==> src/rtl/tlul_pkg.sv <==
// TL-UL type definitions shared by hosts and devices: channel structs, opcode enums and the bus
// width constants. The host adapter only consumes this package and adds nothing to it.
package tlul_pkg;

  localparam int unsigned TlAw  = 32;        // address width
  localparam int unsigned TlDw  = 32;        // data width
  localparam int unsigned TlDbw = TlDw / 8;  // mask width
  localparam int unsigned TlSzw = 2;         // size field width
  localparam int unsigned TlAiw = 8;         // source id width
  localparam int unsigned TlDiw = 1;         // sink id width

  typedef enum logic [2:0] {
    PutFullData    = 3'h0,
    PutPartialData = 3'h1,
    Get            = 3'h4
  } tl_a_op_e;

  typedef enum logic [2:0] {
    AccessAck     = 3'h0,
    AccessAckData = 3'h1
  } tl_d_op_e;

  // Host to device: A channel plus D-channel ready.
  typedef struct packed {
    logic             a_valid;
    tl_a_op_e         a_opcode;
    logic [2:0]       a_param;
    logic [TlSzw-1:0] a_size;
    logic [TlAiw-1:0] a_source;
    logic [TlAw-1:0]  a_address;
    logic [TlDbw-1:0] a_mask;
    logic [TlDw-1:0]  a_data;
    logic             d_ready;
  } tl_h2d_t;

  // Device to host: D channel plus A-channel ready.
  typedef struct packed {
    logic             d_valid;
    tl_d_op_e         d_opcode;
    logic [2:0]       d_param;
    logic [TlSzw-1:0] d_size;
    logic [TlAiw-1:0] d_source;
    logic [TlDiw-1:0] d_sink;
    logic [TlDw-1:0]  d_data;
    logic             d_error;
    logic             a_ready;
  } tl_d2h_t;

endpackage

==> src/rtl/tlul_tag_counter.sv <==
// Transaction tag counter: counts 0..Max-1 and wraps to 0, advancing on each incr pulse.
// Ports: clock, reset (async active-low), incr (advance), value (current tag).
module tlul_tag_counter #(
  parameter int unsigned Max   = 2,
  parameter int unsigned Width = 1
) (
  input  logic             clock,
  input  logic             reset,
  input  logic             incr,
  output logic [Width-1:0] value
);

  logic [Width-1:0] value_d, value_q;

  always_comb begin
    value_d = value_q;
    if (incr) begin
      value_d = (value_q == Width'(Max - 1)) ? '0 : value_q + Width'(1);
    end
  end

  always_ff @(posedge clock or negedge reset) begin
    if (!reset) begin
      value_q <= '0;
    end else begin
      value_q <= value_d;
    end
  end

  assign value = value_q;

endmodule

==> src/rtl/tlul_host_adapter.sv <==
// Host-side TL-UL bridge: converts a req/gnt host memory port into TL-UL A-channel requests,
// bounds the number in flight, tags them with a_source and returns in-order D responses as a
// single-cycle valid pulse with registered rdata/err.
// Ports: clock, reset (async active-low); host side req_i/gnt_o/addr_i/we_i/wdata_i/be_i and
// valid_o/rdata_o/err_o; bus side tl_o (A channel + d_ready), tl_i (D channel + a_ready).
// Build option: define TLUL_HOST_SRC_CHECK_EN to flag responses whose d_source does not match
// the expected in-order tag.
module tlul_host_adapter
  import tlul_pkg::*;
#(
  parameter int unsigned      MaxOutstanding = 2,  // 1..16
  parameter logic [TlAiw-1:0] SrcBase        = '0
) (
  input  logic        clock,
  input  logic        reset,
  input  logic        req_i,
  output logic        gnt_o,
  input  logic [31:0] addr_i,
  input  logic        we_i,
  input  logic [31:0] wdata_i,
  input  logic [3:0]  be_i,
  output logic        valid_o,
  output logic [31:0] rdata_o,
  output logic        err_o,
  output tl_h2d_t     tl_o,
  input  tl_d2h_t     tl_i
);

  localparam int unsigned CntW = $clog2(MaxOutstanding + 1);
  localparam int unsigned TagW = (MaxOutstanding > 1) ? $clog2(MaxOutstanding) : 1;

  logic [CntW-1:0] cnt_d, cnt_q;
  logic [TagW-1:0] wtag, rtag;
  logic            full, a_valid, a_hs, d_rsp;
  logic            valid_q, err_q, err_d, src_err;
  logic [31:0]     rdata_q, rdata_d;

  assign full    = (cnt_q == CntW'(MaxOutstanding));
  assign a_valid = req_i & ~full;
  assign a_hs    = a_valid & tl_i.a_ready;
  assign gnt_o   = a_hs;
  // d_ready is tied high, so d_valid alone is a handshake. Beats with nothing in flight are
  // swallowed without touching any state.
  assign d_rsp   = tl_i.d_valid & (cnt_q != '0);

  always_comb begin
    cnt_d = cnt_q;
    case ({a_hs, d_rsp})
      2'b10:   cnt_d = cnt_q + CntW'(1);
      2'b01:   cnt_d = cnt_q - CntW'(1);
      default: cnt_d = cnt_q;
    endcase
  end

  tlul_tag_counter #(
    .Max   (MaxOutstanding),
    .Width (TagW)
  ) u_wtag (
    .clock (clock),
    .reset (reset),
    .incr  (a_hs),
    .value (wtag)
  );

  tlul_tag_counter #(
    .Max   (MaxOutstanding),
    .Width (TagW)
  ) u_rtag (
    .clock (clock),
    .reset (reset),
    .incr  (d_rsp),
    .value (rtag)
  );

  always_comb begin
    tl_o           = '0;
    tl_o.a_valid   = a_valid;
    if (!we_i) begin
      tl_o.a_opcode = Get;
    end else if (be_i == 4'hF) begin
      tl_o.a_opcode = PutFullData;
    end else begin
      tl_o.a_opcode = PutPartialData;
    end
    tl_o.a_param   = 3'h0;
    tl_o.a_size    = TlSzw'(2);
    tl_o.a_source  = SrcBase + TlAiw'(wtag);
    tl_o.a_address = {addr_i[31:2], 2'b00};
    tl_o.a_mask    = we_i ? be_i : 4'hF;
    tl_o.a_data    = we_i ? wdata_i : '0;
    tl_o.d_ready   = 1'b1;
  end

`ifdef TLUL_HOST_SRC_CHECK_EN
  assign src_err = (tl_i.d_source != (SrcBase + TlAiw'(rtag)));
`else
  logic unused_src;
  logic unused_rtag;
  assign src_err     = 1'b0;
  assign unused_src  = ^tl_i.d_source;
  assign unused_rtag = ^rtag;
`endif

  assign rdata_d = (tl_i.d_opcode == AccessAckData) ? tl_i.d_data : '0;
  assign err_d   = tl_i.d_error | src_err;

  always_ff @(posedge clock or negedge reset) begin
    if (!reset) begin
      cnt_q   <= '0;
      valid_q <= 1'b0;
      rdata_q <= '0;
      err_q   <= 1'b0;
    end else begin
      cnt_q   <= cnt_d;
      valid_q <= d_rsp;
      if (d_rsp) begin
        rdata_q <= rdata_d;
        err_q   <= err_d;
      end
    end
  end

  assign valid_o = valid_q;
  assign rdata_o = rdata_q;
  assign err_o   = err_q;

  logic unused_tl;
  assign unused_tl = ^{addr_i[1:0], tl_i.d_param, tl_i.d_size, tl_i.d_sink};

endmodule

==> config.mk <==
export PLATFORM = sky130hd
export DESIGN_NAME = tlul_host_adapter
export DESIGN_NICKNAME = d
export VERILOG_FILES = /design/src/rtl/tlul_pkg.sv /design/src/rtl/tlul_tag_counter.sv /design/src/rtl/tlul_host_adapter.sv
export SDC_FILE = /design/constraint.sdc
export NUM_CORES = 1
export LEC_CHECK = 0
export BUFFER_PORTS_ARGS = -buffer_cell sky130_fd_sc_hd__buf_2
export CAP_MARGIN = 10
export CORE_AREA = 2 2 94 96
export CTS_CLUSTER_DIAMETER = 100
export CTS_CLUSTER_SIZE = 20
export DETAILED_ROUTE_END_ITERATION = 10
export DIE_AREA = 0 0 96 98
export PLACE_DENSITY_LB_ADDON = 0.3
export SYNTH_ARGS = -nofsm -noshare
export SYNTH_HDL_FRONTEND = slang
export SYNTH_SLANG_ARGS = --single-unit
export TNS_END_PERCENT = 10
==> constraint.sdc <==
create_clock -name clock -period 3.1 [get_ports clock]
set_input_delay 0.62 -clock clock [delete_from_list [all_inputs] [get_ports clock]]
set_output_delay 0.62 -clock clock [all_outputs]
set_load 0.01 [all_outputs]
==> results of run 1 <==
==> state kept, by name, summed over array words and instances (netlist names) <==
signal        flops
err_o             1
cnt_q             2
rdata_o          32
u_wtag.value      1
valid_o           1
==> worst paths after layout <==
kind | startpoint | endpoint | cells past startpoint
max | we_i | tl_o[82] | 4
min | reset | u_wtag.value$_DFFE_PN0P_ | 1
max reg2reg | cnt_q[0]$_DFFE_PN0P_ | cnt_q[1]$_DFFE_PN0P_ | 5
min reg2reg | u_wtag.value$_DFFE_PN0P_ | u_wtag.value$_DFFE_PN0P_ | 1
max in group asynchronous | reset | rdata_o[17]$_DFFE_PN0P_ | 1
min in group clock | u_wtag.value$_DFFE_PN0P_ | u_wtag.value$_DFFE_PN0P_ | 1
==> power by group through the flow <==
stage	combinational [mW]	clock [mW]	sequential, mW
3_5_place_dp	0.425	0	0.619
5_1_grt	0.465	0.527	0.620
6_report	0.416	0.488	0.610
3_3_place_gp	0.419	0	0.618
4_1_cts	0.426	0.509	0.611
2_1_floorplan	0.299	0	0.632
==> through the flow <==
stage | worst slack, ps | power, mW | hold WS, ps
after global routing | 842 | 1.61 | 492
after floorplan | 1380 | 0.932 | 324
final | 1010 | 1.51 | 419
after CTS | 1000 | 1.55 | 456
after detailed placement | 1010 | 1.04 | 476
after global placement | 1010 | 1.04 | 470
==> routing by layer <==
| metal | vias up | GRT usage [%] | share of wire (%) | routed length, um |
|---|---|---|---|---|
| li1 | 773 | - | - | - |
| met4 | 0 | 3.96 | 1.1 | 57 |
| met2 | 62 | 15.4 | 47 | 2480 |
| met1 | 709 | 14.9 | 44 | 2300 |
| met5 | - | 0 | 0 | 0 |
| met3 | 8 | 3.55 | 7.8 | 409 |
==> cell usage after synthesis <==
master,count,area [um^2]
ha_1,1,12.5
a41oi_1,1,8.76
nand2b_1,4,25.0
mux2_1,1,11.3
o211ai_1,1,7.51
conb_1,2,7.51
a22o_1,32,280
o21ai_4,1,16.3
nor4b_4,1,23.8
and2_1,32,200
xnor2_1,4,35.0
clkbuf_1,6,22.5
dfrtp_1,37,926
nor2_1,1,3.75
buf_4,49,368
buf_6,3,33.8
o21a_1,1,7.51
inv_1,4,15.0
==> final cells by class <==
class | count | area share (%)
Clock buffer | 5 | 2.57
Clock inverter | 3 | 2.43
Inverter | 4 | 0.561
Multi-Input combinational cell | 96 | 25.8
Sequential cell | 37 | 34.6
Tap cell | 108 | 5.05
Timing Repair Buffer | 154 | 29.0
==> cell families (layout without fill, tap and decap cells) <==
group	count (synthesis)	in the layout	share of synthesized area (%)
multiplexers	1	1	0.562
buffers and inverters	62	166	21.9
AO/OA/AOI/OAI	36	36	16.0
other	2	16	0.375
flip-flops	37	37	46.2
XOR/XNOR	4	4	1.75
AND/OR/NAND/NOR	38	38	12.6
adder cells (fa/ha/maj)	1	1	0.624
==> layout by cell type (no fill, tap or decap) <==
cell type / count
a22o_1: 32
a41oi_1: 1
and2_1: 32
buf_2: 152
buf_4: 2
bufinv_16: 2
clkbuf_8: 5
clkinv_2: 1
conb_1: 16
dfrtp_1: 37
ha_1: 1
inv_1: 4
mux2_1: 1
nand2b_1: 4
nor2_1: 1
nor4b_4: 1
o211ai_1: 1
o21a_1: 1
o21ai_4: 1
xnor2_1: 4
==> worst max-delay path, cell delays in order <==
cell and delay (ps):
buf_2 360, inv_1 100, a41oi_1 210, buf_2 170
==> results.json, run 1 <==
{
  "outcome": "finished, final reports clean",
  "switching_share_pct": 29.1,
  "cts_tree": "built",
  "areaGrowthSynthToFinish_pct": 33.6,
  "drive_gt1_share_pct": 54.8,
  "power_switching_mw": 0.440,
  "rsz0062_at_grt": "no",
  "fin_crit_sh_pct": 67.3,
  "vias": 1552,
  "multi_input_area_um2": 692,
  "drt-total-wl_mm": 5.24,
  "cts-resized-gates": 0,
  "grt_pass1_wl_mm": 7.80,
  "cp-end-kind": "output port",
  "power_density_nw_per_um2": 565,
  "ios": 245,
  "die_h_um": 98,
  "initial_core_util_pct": 23.7,
  "place_area_um2": 2540,
  "fin_skew_ps": 10.8,
  "first_pass_iters": 4,
  "fin_nets": 423,
  "final.setup.tns_ps": 0,
  "required_ps": 2480,
  "start_kind": "input port",
  "place.gp.congestion": 0.712,
  "combPwrFrac_pct": 27.5,
  "hpwl_mm": 4.12,
  "antenna_cells": 0,
  "max_freq_mhz": 479,
  "die_w_um": 96,
  "fillers": 917,
  "finalHoldViolCount": 0,
  "slew_headroom_pct": 45.5,
  "p_clk_share_pct": 32.2,
  "cts_max_path_buffers": 2,
  "synth_area_um2": 2000,
  "synthCells": 181,
  "ir_drop_v": 0.000216,
  "crit_type": "input port to output port",
  "ctsHtreeMaxLevel": 2,
  "r2r_slack_ps": 1280,
  "post-cts-setup-buffers": 0,
  "dp.cells": 399,
  "wl_per_cell_um": 12.9,
  "antenna_found_initial": 0,
  "drv_cap": 0,
  "numPortBuffers": 152,
  "clk_latency_ps": 280,
  "first_iter_violations": 37,
  "yosysSeqAreaShare_pct": 46.2,
  "seq_area_um2": 926,
  "final_util_pct": 31.6,
  "ys_types": 18,
  "finalSetupViolCount": 0,
  "grt_max_degree": 38,
  "drcViolationCount": 0,
  "clk_pin_slew_ps": 80,
  "pwr-share-seq_pct": 40.3,
  "grt_use_total_pct": 10.7,
  "dieArea_um2": 9410,
  "grt_pass1_vias": 1495,
  "drv_slew": 0,
  "p_int_mw": 1.07,
  "syn_avg_cell_area_um2": 11.1,
  "viasPerCell": 3.81,
  "synth_warnings": 0,
  "cts_root_buf": "clkbuf_8",
  "min_path_type": "input port to asynchronous set/reset pin",
  "coreArea_um2": 8470,
  "grt_overflow": 0,
  "leakage_nw": 1.56,
  "cts_buffers": 5,
  "synth_seq_cells": 37,
  "fp-row-count": 34,
  "finalInstanceArea_um2": 2680,
  "clock_sinks": 37,
  "min_period_ps": 2090,
  "arrival_ps": 1470,
  "ant_nets": 0,
  "fin_cells": 407,
  "worst-path-max-fanout": 37,
  "worst_slew_pin_slew_ps": 817,
  "postCtsHoldBufs": 0
}
No activity file was read; power rests on OpenSTA's default activity.
==> run 2, diff against run 1 <==
--- a/config.mk
+++ b/config.mk
@@ -5,6 +5,7 @@
 export SDC_FILE = /design/constraint.sdc
 export NUM_CORES = 1
 export LEC_CHECK = 0
+export ABC_AREA = 1
 export BUFFER_PORTS_ARGS = -buffer_cell sky130_fd_sc_hd__buf_2
 export CAP_MARGIN = 10
 export CORE_AREA = 2 2 94 96
==> constraint.sdc (replaced) <==
create_clock -name clock -period 1.9 [get_ports clock]
set_input_delay 0.38 -clock clock [delete_from_list [all_inputs] [get_ports clock]]
set_output_delay 0.38 -clock clock [all_outputs]
set_load 0.01 [all_outputs]
==> results.json, run 2 <==
{
  "crit_slowest_cell": "dfrtp_1",
  "fin_skew_ps": 8.81,
  "p_clk_share_pct": 24.6,
  "cts_root_buf": "clkbuf_8",
  "fin_nets": 538,
  "synth_compound_area_share_pct": 9.32,
  "drv_slew": 0,
  "clk_latency_ps": 280,
  "outcome": "finished, final reports clean",
  "power_switching_mw": 0.888,
  "grt_use_total_pct": 12.0,
  "vias": 2111,
  "start_kind": "register",
  "fillers": 932,
  "grt_max_degree": 44,
  "final.setup.tns_ps": 0,
  "final_util_pct": 34.8,
  "leakage_nw": 1.87,
  "ys_types": 21,
  "cp-end-kind": "output port",
  "hpwl_mm": 4.52,
  "coreArea_um2": 8470,
  "mostFrequentLayoutCell": "buf_2",
  "holdWs_ps": 47.7,
  "synth_seq_cells": 37,
  "ys_top_cells_by_area": "dfrtp_1, buf_4, nand2_1, nand3_1, inv_1",
  "numPortBuffers": 152,
  "cts_buffers": 5,
  "cts_tree": "built",
  "synth_top_area_cell": "dfrtp_1",
  "synth_mux_area_share_pct": 0,
  "fin_cells": 522,
  "dp.cells": 514,
  "grt_overflow": 0,
  "required_ps": 1520,
  "arrival_ps": 1200,
  "clock_sinks": 37,
  "grt_pass1_vias": 1841,
  "place.gp.congestion": 0.752,
  "synth_warnings": 0,
  "worst_slew_pin_slew_ps": 620,
  "syn_avg_cell_area_um2": 7.85,
  "final_cell_mix": "buf_2, nand2_1, inv_1, dfrtp_1, nand3_1",
  "switching_share_pct": 36.0,
  "combPwrFrac_pct": 33.7,
  "post-place-ws_ps": 444,
  "die_h_um": 98,
  "wl_per_cell_um": 11.2,
  "synthCells": 299,
  "cts-resized-gates": 0,
  "synth_area_um2": 2350,
  "drive_gt1_share_pct": 44.4,
  "die_w_um": 96,
  "synthMostInstantiatedCell": "nand2_1",
  "min_path_type": "input port to asynchronous set/reset pin",
  "ys_top_cells_by_count": "nand2_1, buf_4, inv_1",
  "grt_pass1_wl_mm": 8.91,
  "power_density_nw_per_um2": 835,
  "synth_simple_gate_area_share_pct": 22.1,
  "areaGrowthSynthToFinish_pct": 25.6,
  "initial_core_util_pct": 27.7,
  "ctsHtreeMaxLevel": 2,
  "post-cts-setup-buffers": 0,
  "worst-path-max-fanout": 4,
  "synth-async-reset-ratio_pct": 100,
  "largest_reg_flops": 32,
  "synthAdderAreaFrac_pct": 0.533,
  "pwr-share-seq_pct": 41.7,
  "synth-edff-count": 0,
  "viasPerCell": 4.04,
  "antenna_cells": 0,
  "rsz0062_at_grt": "no",
  "clk_pin_slew_ps": 80,
  "first_pass_iters": 4,
  "synth_top_family_by_area": "buffers and inverters",
  "finalSetupViolCount": 0,
  "synth.top_cell.area_share_pct": 39.4,
  "slowest_delay_ps": 440,
  "drt-total-wl_mm": 5.86,
  "slew_headroom_pct": 58.7,
  "fin_crit_sh_pct": 83.3,
  "critPathTopFamily": "flip-flops",
  "drv_cap": 0,
  "ios": 245,
  "p_int_mw": 1.58,
  "cpMostUsedCell": "inv_1",
  "dieArea_um2": 9410,
  "first_iter_violations": 49,
  "ys.flop_type": "dfrtp_1",
  "crit_buf_inv": 3,
  "postCtsHoldBufs": 0,
  "drcViolationCount": 0,
  "fp-row-count": 34,
  "synth_xor_area_share_pct": 0.373,
  "cts_max_path_buffers": 2,
  "ant_nets": 0,
  "crit_type": "register to output port",
  "ir_drop_v": 0.000260,
  "yosysSeqAreaShare_pct": 39.4,
  "antenna_found_initial": 0,
  "min_period_ps": 1580,
  "worst_slack_ps": 318,
  "max_freq_mhz": 632,
  "worstPathCellList": "inv_1 -> nand2_1 -> nand3_1 -> inv_1 -> buf_2",
  "finalHoldViolCount": 0
}
[run 2: cell types whose count changed in the layout (fill, tap and decap cells not counted), sizes merged, moves of 3 or more]
cell	change
nand3	+34
nand2b	-4
a22o	-32
nand2	+76
xnor2	-3
or2	+3
o21ai	+32
buf	+4
and2	-32
inv	+37
[run 2: worst register-to-register path: cells and delay by family (launching register included)]
family | cells | cell delay, ps
flip-flops | 1 | 460
AO/OA/AOI/OAI | 2 | 420
buffers and inverters | 1 | 440
[run 2: final timing paths]
check / from / to / slack [ps] / cells past startpoint
worst max-delay path: cnt_q[0]$_DFFE_PN0P_ / gnt_o / 320 / 5
worst min-delay path: reset / rdata_o[29]$_DFFE_PN0P_ / 50 / 1
worst max register to register: cnt_q[1]$_DFFE_PN0P_ / rdata_o[14]$_DFFE_PN0P_ / 430 / 3
worst min register to register: rdata_o[27]$_DFFE_PN0P_ / rdata_o[27]$_DFFE_PN0P_ / 480 / 2
max in group asynchronous: reset / rdata_o[0]$_DFFE_PN0P_ / 1330 / 2
min in group clock: tl_i[1] / err_o$_DFFE_PN0P_ / 290 / 3
[run 2: final cells by class]
cell class                      count  area (um^2)  share of cell area [%]
Tap cell                          108          135                    4.58
Clock buffer                        7         96.3                    3.27
Timing Repair Buffer              158          806                    27.3
Clock inverter                      1         5.00                   0.170
Multi-Input combinational cell    170          827                    28.0
Sequential cell                    37          926                    31.4
Inverter                           41          154                    5.22
[run 2: stage by stage]
step                instance area (um^2)  power (mW)
floorplan                           2400        1.75
finish                              2950        2.46
global placement                    2850        1.87
CTS                                 2950        2.51
global route                        2950        2.66
detailed placement                  2850        1.88
[run 2: logic make-up (layout without fill, tap and decap cells)]
| logic type | count (synthesis) | count (layout) |
|---|---|---|
| compound gates | 35 | 35 |
| xor+xnor | 1 | 1 |
| fa+ha+maj | 1 | 1 |
| buf+inv | 106 | 207 |
| flops | 37 | 37 |
| other cells | 2 | 16 |
| simple gates | 117 | 117 |
[run 2: power by group through the flow]
stage	combinational, mW	clock (mW)	sequential, mW
finish	0.830	0.606	1.03
global route	0.940	0.672	1.05
CTS	0.846	0.639	1.03
detailed placement	0.842	0	1.04
global placement	0.837	0	1.03
floorplan	0.671	0	1.08
[run 2: per-layer routing]
metal | share of wire (%) | track usage, %
met4 | 1.5 | 4.29
met5 | 0 | 0
met3 | 7.1 | 2.62
met1 | 44 | 15.9
met2 | 47 | 19.1
==> run 3, diff against run 2 <==
==> constraint.sdc (replaced) <==
create_clock -name clock -period 1.38 [get_ports clock]
set_input_delay 0.276 -clock clock [delete_from_list [all_inputs] [get_ports clock]]
set_output_delay 0.276 -clock clock [all_outputs]
set_load 0.01 [all_outputs]
==> results.json, run 3 (synthesized netlist as in run 2, its figures left out) <==
{
  "outcome": "finished, final reports clean",
  "fillers": 868,
  "largest_reg_flops": 32,
  "viasPerCell": 4.08,
  "min_path_type": "input port to register",
  "vias": 2185,
  "fin_crit_sh_pct": 100,
  "mostFrequentLayoutCell": "buf_2",
  "drive_gt1_share_pct": 47.3,
  "numPortBuffers": 152,
  "combPwrFrac_pct": 40.2,
  "grt_use_total_pct": 12.8,
  "cts_buffers": 5,
  "fp-row-count": 34,
  "cts_tree": "built",
  "pwr-share-seq_pct": 35.4,
  "max_freq_mhz": 725,
  "power_density_nw_per_um2": 1240,
  "clk_latency_ps": 280,
  "initial_core_util_pct": 27.7,
  "antenna_found_initial": 0,
  "final_cell_mix": "buf_2, nand2_1, inv_1, dfrtp_1, nand3_1",
  "coreArea_um2": 8470,
  "arrival_ps": 1550,
  "r2r_slack_ps": 0.5,
  "clk_pin_slew_ps": 70,
  "required_ps": 1550,
  "power.total_mw": 3.93,
  "hold_path_depth": 3,
  "wl_per_cell_um": 12.3,
  "finalSetupViolCount": 0,
  "dieArea_um2": 9410,
  "areaGrowthSynthToFinish_pct": 35.3,
  "seq_area_um2": 927,
  "fin_nets": 551,
  "drv_slew": 0,
  "place_area_um2": 2940,
  "p_int_mw": 2.59,
  "r2r_cells": 7,
  "cts_max_path_buffers": 2,
  "final.setup.tns_ps": 0,
  "die_w_um": 96,
  "timing.rr.end": "cnt_q[1]$_DFFE_PN0P_",
  "die_h_um": 98,
  "grt_overflow": 0,
  "worstHoldStart": "tl_i[1]",
  "holdWs_ps": 192,
  "rsz0062_at_grt": "yes",
  "dp.cells": 518,
  "cp-end-kind": "register",
  "worst_slack_ps": 0.500,
  "ant_nets": 0,
  "fin_skew_ps": 6.90,
  "start_kind": "register",
  "startpoint": "cnt_q[1]$_DFFE_PN0P_",
  "fin_cells": 535,
  "p_clk_share_pct": 24.4,
  "switching_share_pct": 34.2,
  "drcViolationCount": 0,
  "clock_sinks": 37,
  "antenna_cells": 0,
  "final_util_pct": 37.5,
  "worst-path-max-fanout": 4,
  "leakage_nw": 1.97,
  "first_pass_iters": 4,
  "hpwl_mm": 4.98,
  "place.gp.congestion": 0.693,
  "ctsHtreeMaxLevel": 2,
  "min_period_ps": 1380,
  "drv_cap": 0,
  "multi_input_area_um2": 855,
  "post-place-ws_ps": 39.0,
  "drt-total-wl_mm": 6.58,
  "power_switching_mw": 1.34,
  "crit_type": "register to register",
  "finalHoldViolCount": 0,
  "r2r-start": "cnt_q[1]$_DFFE_PN0P_",
  "first_iter_violations": 78,
  "grt_max_degree": 33,
  "min_delay_worst_endpoint": "err_o$_DFFE_PN0P_",
  "grt_pass1_wl_mm": 9.49,
  "ir_drop_v": 0.000453,
  "grt_pass1_vias": 1926,
  "cts_root_buf": "clkbuf_8",
  "ios": 245,
  "finalInstanceArea_um2": 3180
}
[run 3: worst max path at each step]
stage / endpoint / slack, ps / cells past startpoint
floorplan: cnt_q[1]$_DFFE_PN0P_ / 10 / 8
global placement: cnt_q[1]$_DFFE_PN0P_ / 50 / 8
detailed placement: cnt_q[1]$_DFFE_PN0P_ / 40 / 8
CTS: rdata_o[4]$_DFFE_PN0P_ / -20 / 5
global route: cnt_q[1]$_DFFE_PN0P_ / -70 / 8
finish: cnt_q[1]$_DFFE_PN0P_ / 0.5 / 7
[run 3: metal layers]
metal | up-vias | part of all wire [%] | GRT usage (%)
met1 | 970 | 44 | 18.0
met4 | 0 | 1.0 | 3.85
met3 | 10 | 10 | 3.55
met2 | 94 | 45 | 19.0
li1 | 1111 | - | -
met5 | - | 0 | 0
[run 3: area by class of cell]
type                       count  area share [%]
clock buffer                   7            2.72
clock inverter                 1           0.945
inverter                      41            4.92
multi-input combinational    170            26.9
sequential                    37            29.2
tap                          108            4.25
timing repair buffer         171            31.1
[run 3: critical path, stage by stage (launching register included)]
cell and delay, ps:
dfrtp_2 420, buf_6 130, o21ai_4 210, inv_4 70, ha_4 270, inv_2 30
nand4_1 80, nand2_1 60
[run 3: power by group through the flow]
stage / sequential, mW / combinational, mW / clock, mW
detailed placement: 1.43 / 1.32 / 0
global route: 1.42 / 1.76 / 1.04
finish: 1.39 / 1.58 / 0.960
global placement: 1.42 / 1.30 / 0
CTS: 1.39 / 1.47 / 1.00
floorplan: 1.48 / 0.949 / 0
[run 3: timing repair]
item                                    4_1_cts  5_1_grt
buffers inserted                              5        3
endpoints found under the setup margin        2       30
pin swaps                                     2        3
gates resized for setup                       7        4
gates cloned                                  0        1
hold endpoints to repair                     16        0
hold buffers                                  1        0
